[src/rtl/seg7_pkg.sv]
// Shared constants, converter state type and segment decoder for the 3-digit
// 7-segment display stage.
package seg7_pkg;

    localparam int unsigned NDIG = 3;

    // Active-low segment codes, bit order {g,f,e,d,c,b,a}
    localparam logic [6:0] SEG_0   = 7'h40;
    localparam logic [6:0] SEG_1   = 7'h79;
    localparam logic [6:0] SEG_2   = 7'h24;
    localparam logic [6:0] SEG_3   = 7'h30;
    localparam logic [6:0] SEG_4   = 7'h19;
    localparam logic [6:0] SEG_5   = 7'h12;
    localparam logic [6:0] SEG_6   = 7'h02;
    localparam logic [6:0] SEG_7   = 7'h78;
    localparam logic [6:0] SEG_8   = 7'h00;
    localparam logic [6:0] SEG_9   = 7'h10;
    localparam logic [6:0] SEG_OFF = 7'h7F;

    typedef enum logic [1:0] {IDLE, CONV, DONE} conv_state_e;

    function automatic logic [6:0] seg_decode(input logic [3:0] digit);
        case (digit)
            4'd0:    seg_decode = SEG_0;
            4'd1:    seg_decode = SEG_1;
            4'd2:    seg_decode = SEG_2;
            4'd3:    seg_decode = SEG_3;
            4'd4:    seg_decode = SEG_4;
            4'd5:    seg_decode = SEG_5;
            4'd6:    seg_decode = SEG_6;
            4'd7:    seg_decode = SEG_7;
            4'd8:    seg_decode = SEG_8;
            4'd9:    seg_decode = SEG_9;
            default: seg_decode = SEG_OFF;
        endcase
    endfunction

endpackage

[src/rtl/bin2bcd_seq.sv]
// Sequential double-dabble converter: re-converts the 8-bit input whenever it
// differs from the last captured value (or once after reset).
module bin2bcd_seq
    import seg7_pkg::*;
(
    input  logic        clk,
    input  logic        reset,
    input  logic [7:0]  value,
    output logic [11:0] bcd,
    output logic        ready
);

    conv_state_e state;
    logic [19:0] sr;     // {hundreds, tens, ones, binary}
    logic [19:0] sr_adj;
    logic [2:0]  iter;
    logic [7:0]  last;
    logic        first;

    always_comb begin
        sr_adj = sr;
        for (int i = 0; i < 3; i++) begin
            if (sr[8+4*i +: 4] >= 4'd5) begin
                sr_adj[8+4*i +: 4] = sr[8+4*i +: 4] + 4'd3;
            end
        end
    end

    always_ff @(posedge clk or posedge reset) begin
        if (reset) begin
            state <= IDLE;
            sr    <= '0;
            iter  <= '0;
            last  <= '0;
            first <= 1'b1;
            bcd   <= '0;
            ready <= 1'b1;
        end else begin
            case (state)
                IDLE: begin
                    if (value != last || first) begin
                        sr    <= {12'h000, value};
                        last  <= value;
                        first <= 1'b0;
                        iter  <= '0;
                        ready <= 1'b0;
                        state <= CONV;
                    end
                end
                CONV: begin
                    sr   <= sr_adj << 1;
                    iter <= iter + 3'd1;
                    if (iter == 3'd7) begin
                        state <= DONE;
                    end
                end
                DONE: begin
                    bcd   <= sr[19:8];
                    ready <= 1'b1;
                    state <= IDLE;
                end
                default: state <= IDLE;
            endcase
        end
    end

endmodule

[src/rtl/seg7_dec_scan.sv]
// Binary-to-BCD display stage driving a common-anode 3-digit 7-segment display.
// Define SEG7_BLANK_LEADING_ZERO_EN to blank leading zero digits.
module seg7_dec_scan
    import seg7_pkg::*;
#(
    parameter int unsigned REFRESH_DIV = 50000
) (
    input  logic        clk,
    input  logic        reset,
    input  logic [7:0]  value,
    output logic [6:0]  seg,
    output logic [2:0]  an,
    output logic [11:0] bcd,
    output logic        ready
);

    localparam int unsigned PW = (REFRESH_DIV >= 2) ? $clog2(REFRESH_DIV) : 1;

    if (REFRESH_DIV < 2) begin : g_bad_div
        $error("REFRESH_DIV must be >= 2");
    end

    logic [PW-1:0] presc;
    logic [1:0]    idx;
    logic [3:0]    nib;
    logic [2:0]    an_next;
    logic [6:0]    seg_next;

    bin2bcd_seq u_conv (
        .clk   (clk),
        .reset (reset),
        .value (value),
        .bcd   (bcd),
        .ready (ready)
    );

    always_comb begin
        case (idx)
            2'd0:    begin nib = bcd[3:0];  an_next = 3'b110; end
            2'd1:    begin nib = bcd[7:4];  an_next = 3'b101; end
            default: begin nib = bcd[11:8]; an_next = 3'b011; end
        endcase
        seg_next = seg_decode(nib);
`ifdef SEG7_BLANK_LEADING_ZERO_EN
        if (idx == 2'd2 && bcd[11:8] == 4'd0) seg_next = SEG_OFF;
        if (idx == 2'd1 && bcd[11:4] == 8'd0) seg_next = SEG_OFF;
`endif
    end

    always_ff @(posedge clk or posedge reset) begin
        if (reset) begin
            presc <= '0;
            idx   <= '0;
            seg   <= SEG_OFF;
            an    <= 3'b111;
        end else begin
            if (presc == PW'(REFRESH_DIV - 1)) begin
                presc <= '0;
                idx   <= (idx == 2'(NDIG - 1)) ? 2'd0 : idx + 2'd1;
            end else begin
                presc <= presc + 1'b1;
            end
            seg <= seg_next;
            an  <= an_next;
        end
    end

endmodule

[config.mk]
export PLATFORM = sky130hd
export DESIGN_NAME = seg7_dec_scan
export DESIGN_NICKNAME = d
export VERILOG_FILES = /design/src/rtl/seg7_pkg.sv /design/src/rtl/bin2bcd_seq.sv /design/src/rtl/seg7_dec_scan.sv
export SDC_FILE = /design/constraint.sdc
export NUM_CORES = 1
export LEC_CHECK = 0
export CAP_MARGIN = 40
export CORE_AREA = 5 5 140 89
export DETAILED_ROUTE_END_ITERATION = 10
export DIE_AREA = 0 0 145 94
export MAX_ROUTING_LAYER = met4
export PLACE_DENSITY = 0.61
export SYNTH_ARGS = -nofsm -noshare
export SYNTH_HDL_FRONTEND = slang
export SYNTH_HIERARCHICAL = 1
export SYNTH_SLANG_ARGS = --single-unit
[constraint.sdc]
create_clock -name clk -period 2.6 [get_ports clk]
set_clock_uncertainty 0.1 [all_clocks]
set_input_delay 0.26 -clock clk [delete_from_list [all_inputs] [get_ports clk]]
set_output_delay 0.26 -clock clk [all_outputs]
set_load 0.03 [all_outputs]
==> flow_summary_export.csv <==
group,metric,value,unit
run_status,status,"complete, no violations",
worst_setup_path,crit_chain,"or4_1 -> nor4_2 -> buf_4 -> o21ai_0 -> a21o_1",
global_route,grt_pass1_vias,2577,
routing,drc,0,
yosys,synthFlopType,"dfrtp_1",
die,die_h,94,um
routing,routedWlPerCell,14.5,um
routing,drt_first_pass_iters,4,
sta,fmax,476,MHz
worst_setup_path,path_max_fanout,8,
hold_path,hp-class,"in2async",
cells_and_area,nNetsFinal,393,
clock_tree,clock_sinks,75,
cells_and_area,diodes,0,
die,start_util,0.333,
clock_tree,cts_hold_buf,0,
die,io_pins,33,
worst_setup_path,crit_arrival,2.22,ns
worst_setup_path,worstReg2RegEnd,"presc[9]",
cells_and_area,syn2layout_area_growth,21.2,%
worst_setup_path,cp.depth,5,
yosys,synth_cell_type_count,53,
cells_and_area,layout_common_cells,"dfrtp_1 (63), nand2_1 (32), clkdlybuf4s50_1 (32), inv_1 (23), o21ai_0 (19)",
power_and_ir_drop,cellLeakagePower,1.89,nW
clock_tree,post-cts-setup-buffers,0,
power_and_ir_drop,power.density,1200,mW/mm^2
die,die_area,0.0136,mm^2
yosys,yosys.area_share.adder,0.0410,
routing,vias_per_cell,5.00,
yosys,synth_edf_count,0,
sta,setup_viol,0,
global_route,grt.busiest_layer,"met1",
sta,report.final.slew_viol_count,0,
clock_tree,clock_path_buffers,2,
place,hpwlAfterDp,5.39,mm
sta,rsz0062_at_grt,"no",
worst_setup_path,critPathBufInv,1,
yosys,synthTopCellsByArea,"dfrtp_1 (43%), dfstp_2 (8.6%), mux2_2 (4.6%)",
sta,finalSetupTns,0,ns
worst_setup_path,r2r_start,"presc[5]",
yosys,synth_fp_nets,353,
sta,slew_headroom,0.566,
die,rows,30,
yosys,synthCells,331,
worst_setup_path,rrSetupSlack,0.50,ns
yosys,ys_ff_latch,75,
sta,min_period_over_period,0.808,
cells_and_area,final_common_cell,"dfrtp_1",
sta,hold_viol,0,
clock_tree,htreeDepth,3,
worst_setup_path,required,2.72,ns
sta,fin_crit,2.10,ns
worst_setup_path,cpPeakStageDelay,0.54,ns
global_route,antenna_found_initial,0,
die,core,0.0110,mm^2
worst_setup_path,ff2ff_path_depth,5,
clock_tree,cts_root_buffer,"clkbuf_16",
global_route,grt_overflow,0,
die,die_w,145,um
clock_tree,clk_pin_slew,0.06,ns
yosys,synth.top_cell.area_share,0.430,
yosys,synthMuxAreaShare,0.0680,
yosys,synth_compound_area_frac,0.128,
yosys,synthXorXnorAreaFrac,0.0571,
place,dp_slack,0.448,ns
yosys,ys_warn_count,6,
yosys,synth_area_leader_cell,"dfrtp_1",
yosys,yosysSeqAreaShare,0.517,
routing,num_vias,2600,
yosys,synth_top_family_by_area,"simple AND/OR/NAND/NOR gates",
power_and_ir_drop,ir_drop,0.000539,V
place,numPortBuffers,32,
yosys,syn_area,0.00366,mm^2
worst_setup_path,worstSetupEndpointType,"register",
clock_tree,cts-resized-gates,0,
worst_setup_path,critical_path.slowest_cell,"or4_1",
worst_setup_path,start_kind,"register",
clock_tree,clk_latency,0.33,ns
yosys,async_reset_ff_frac,1.00,
routing,first_iter_violations,202,
sta,tightestPinTransition,0.644,ns
routing,drt-total-wl,7.54,mm
worst_setup_path,crit_type,"reg2reg",
global_route,use_met1,0.168,
cells_and_area,drive_above_1_share,0.186,
worst_setup_path,cp_top_family,"simple AND/OR/NAND/NOR gates",
run,maxCapViolations,0,
clock_tree,cts_tree,"built",
routing,ant_nets,0,
global_route,grt_use_met3,0.0376,
global_route,use_met2,0.165,
cells_and_area,fillerInstances,1070,
cells_and_area,post-route-util,0.404,
global_route,grt_start_max_net_pins,23,
global_route,grt_pass1_wl,12.9,mm
clock_tree,cts_buffers,9,
place,gp_congestion,0.790,
yosys,synth_simple_gate_area_frac,0.145,
sta,fin_ws,0.498,ns
yosys,syn_avg_cell_area,11.1,um^2
global_route,track_usage,0.121,
[cell type report]
cell class	instances	area [um^2]	area share
inverter	24	90.1	0.0203
timing repair buffer	40	380	0.0857
clock inverter	4	51.3	0.0116
sequential	75	1890	0.426
tap	144	180	0.0406
multi-input combinational	221	1610	0.362
clock buffer	12	236	0.0533
[worst max-delay path by stage]
stage / startpoint / end / slack [ns]
final: presc[5] / presc[9] / 0.50
after global routing: presc[5] / presc[9] / 0.37
after CTS: presc[5] / presc[9] / 0.48
after detailed placement: value[3] / u_conv/sr[4] / 0.45
after global placement: value[3] / u_conv/sr[5] / 0.50
after floorplan: presc[5] / idx[0] / 0.88
[stage by stage]
stage	cells	hold slack (ns)	total power, mW	cell area [um^2]
after floorplan	331	0.218	3.47	3660
after global placement	504	0.376	4.09	4150
after detailed placement	504	0.362	4.15	4150
after CTS	520	0.221	5.40	4440
after global routing	520	0.262	5.72	4440
final	520	0.203	5.34	4440
[kinds of logic after synthesis]
family                   after synthesis
multiplexers                          23
buffers and inverters                 35
flip-flops                            75
adder cells (fa/ha/maj)               12
XOR/XNOR                              23
AND/OR/NAND/NOR                       96
AO/OA/AOI/OAI                         67
[worst register-to-register path: cells and delay by family, from the launching register on]
kind            cells  cell delay (ns)
simple gates        2             0.93
flops               1             0.42
compound gates      2             0.30
buf+inv             1             0.25
[synthesized netlist by cell type, types with 2 or more instances]
master	n
clkbuf_1	6
buf_2	2
o2bb2ai_1	4
nor2_1	13
inv_1	24
mux2_2	15
dfstp_2	12
a22o_2	6
o21a_1	2
or3_1	5
nand2b_1	4
nor4_1	3
mux2i_1	8
a22oi_1	5
nand3_1	8
a31oi_1	4
nor3b_1	2
nor2b_1	3
o221a_2	5
a21oi_1	11
dfrtp_1	63
nand4_1	6
a22o_1	5
ha_1	12
nor3_1	6
xor2_1	12
nand2_1	32
xnor2_1	10
o21ai_0	19
[state kept, by name (all words and copies together) (netlist names), 2 cells and up]
signal	flops
u_conv/sr	20
presc	16
u_conv/bcd	12
u_conv/last	8
seg	7
an	3
u_conv/iter	3
idx	2
u_conv/state	2
[report_power, final]
group	total [mW]	switching (mW)	internal (mW)	leakage, nW
Combinational	2.18	1.16	1.02	0.835
Clock	1.20	0.461	0.744	0.137
Sequential	1.95	0.347	1.61	0.919
Total	5.34	1.97	3.37	1.89
[per-layer routing]
layer / share of wire / wire [um] / vias to the layer above
li1: - / - / 1256
met1: 0.51 / 3850 / 1280
met2: 0.43 / 3250 / 49
met3: 0.042 / 319 / 15
met4: 0.018 / 133 / 0
met5: 0 / 0 / -
Power figures use the tool's default switching activity.
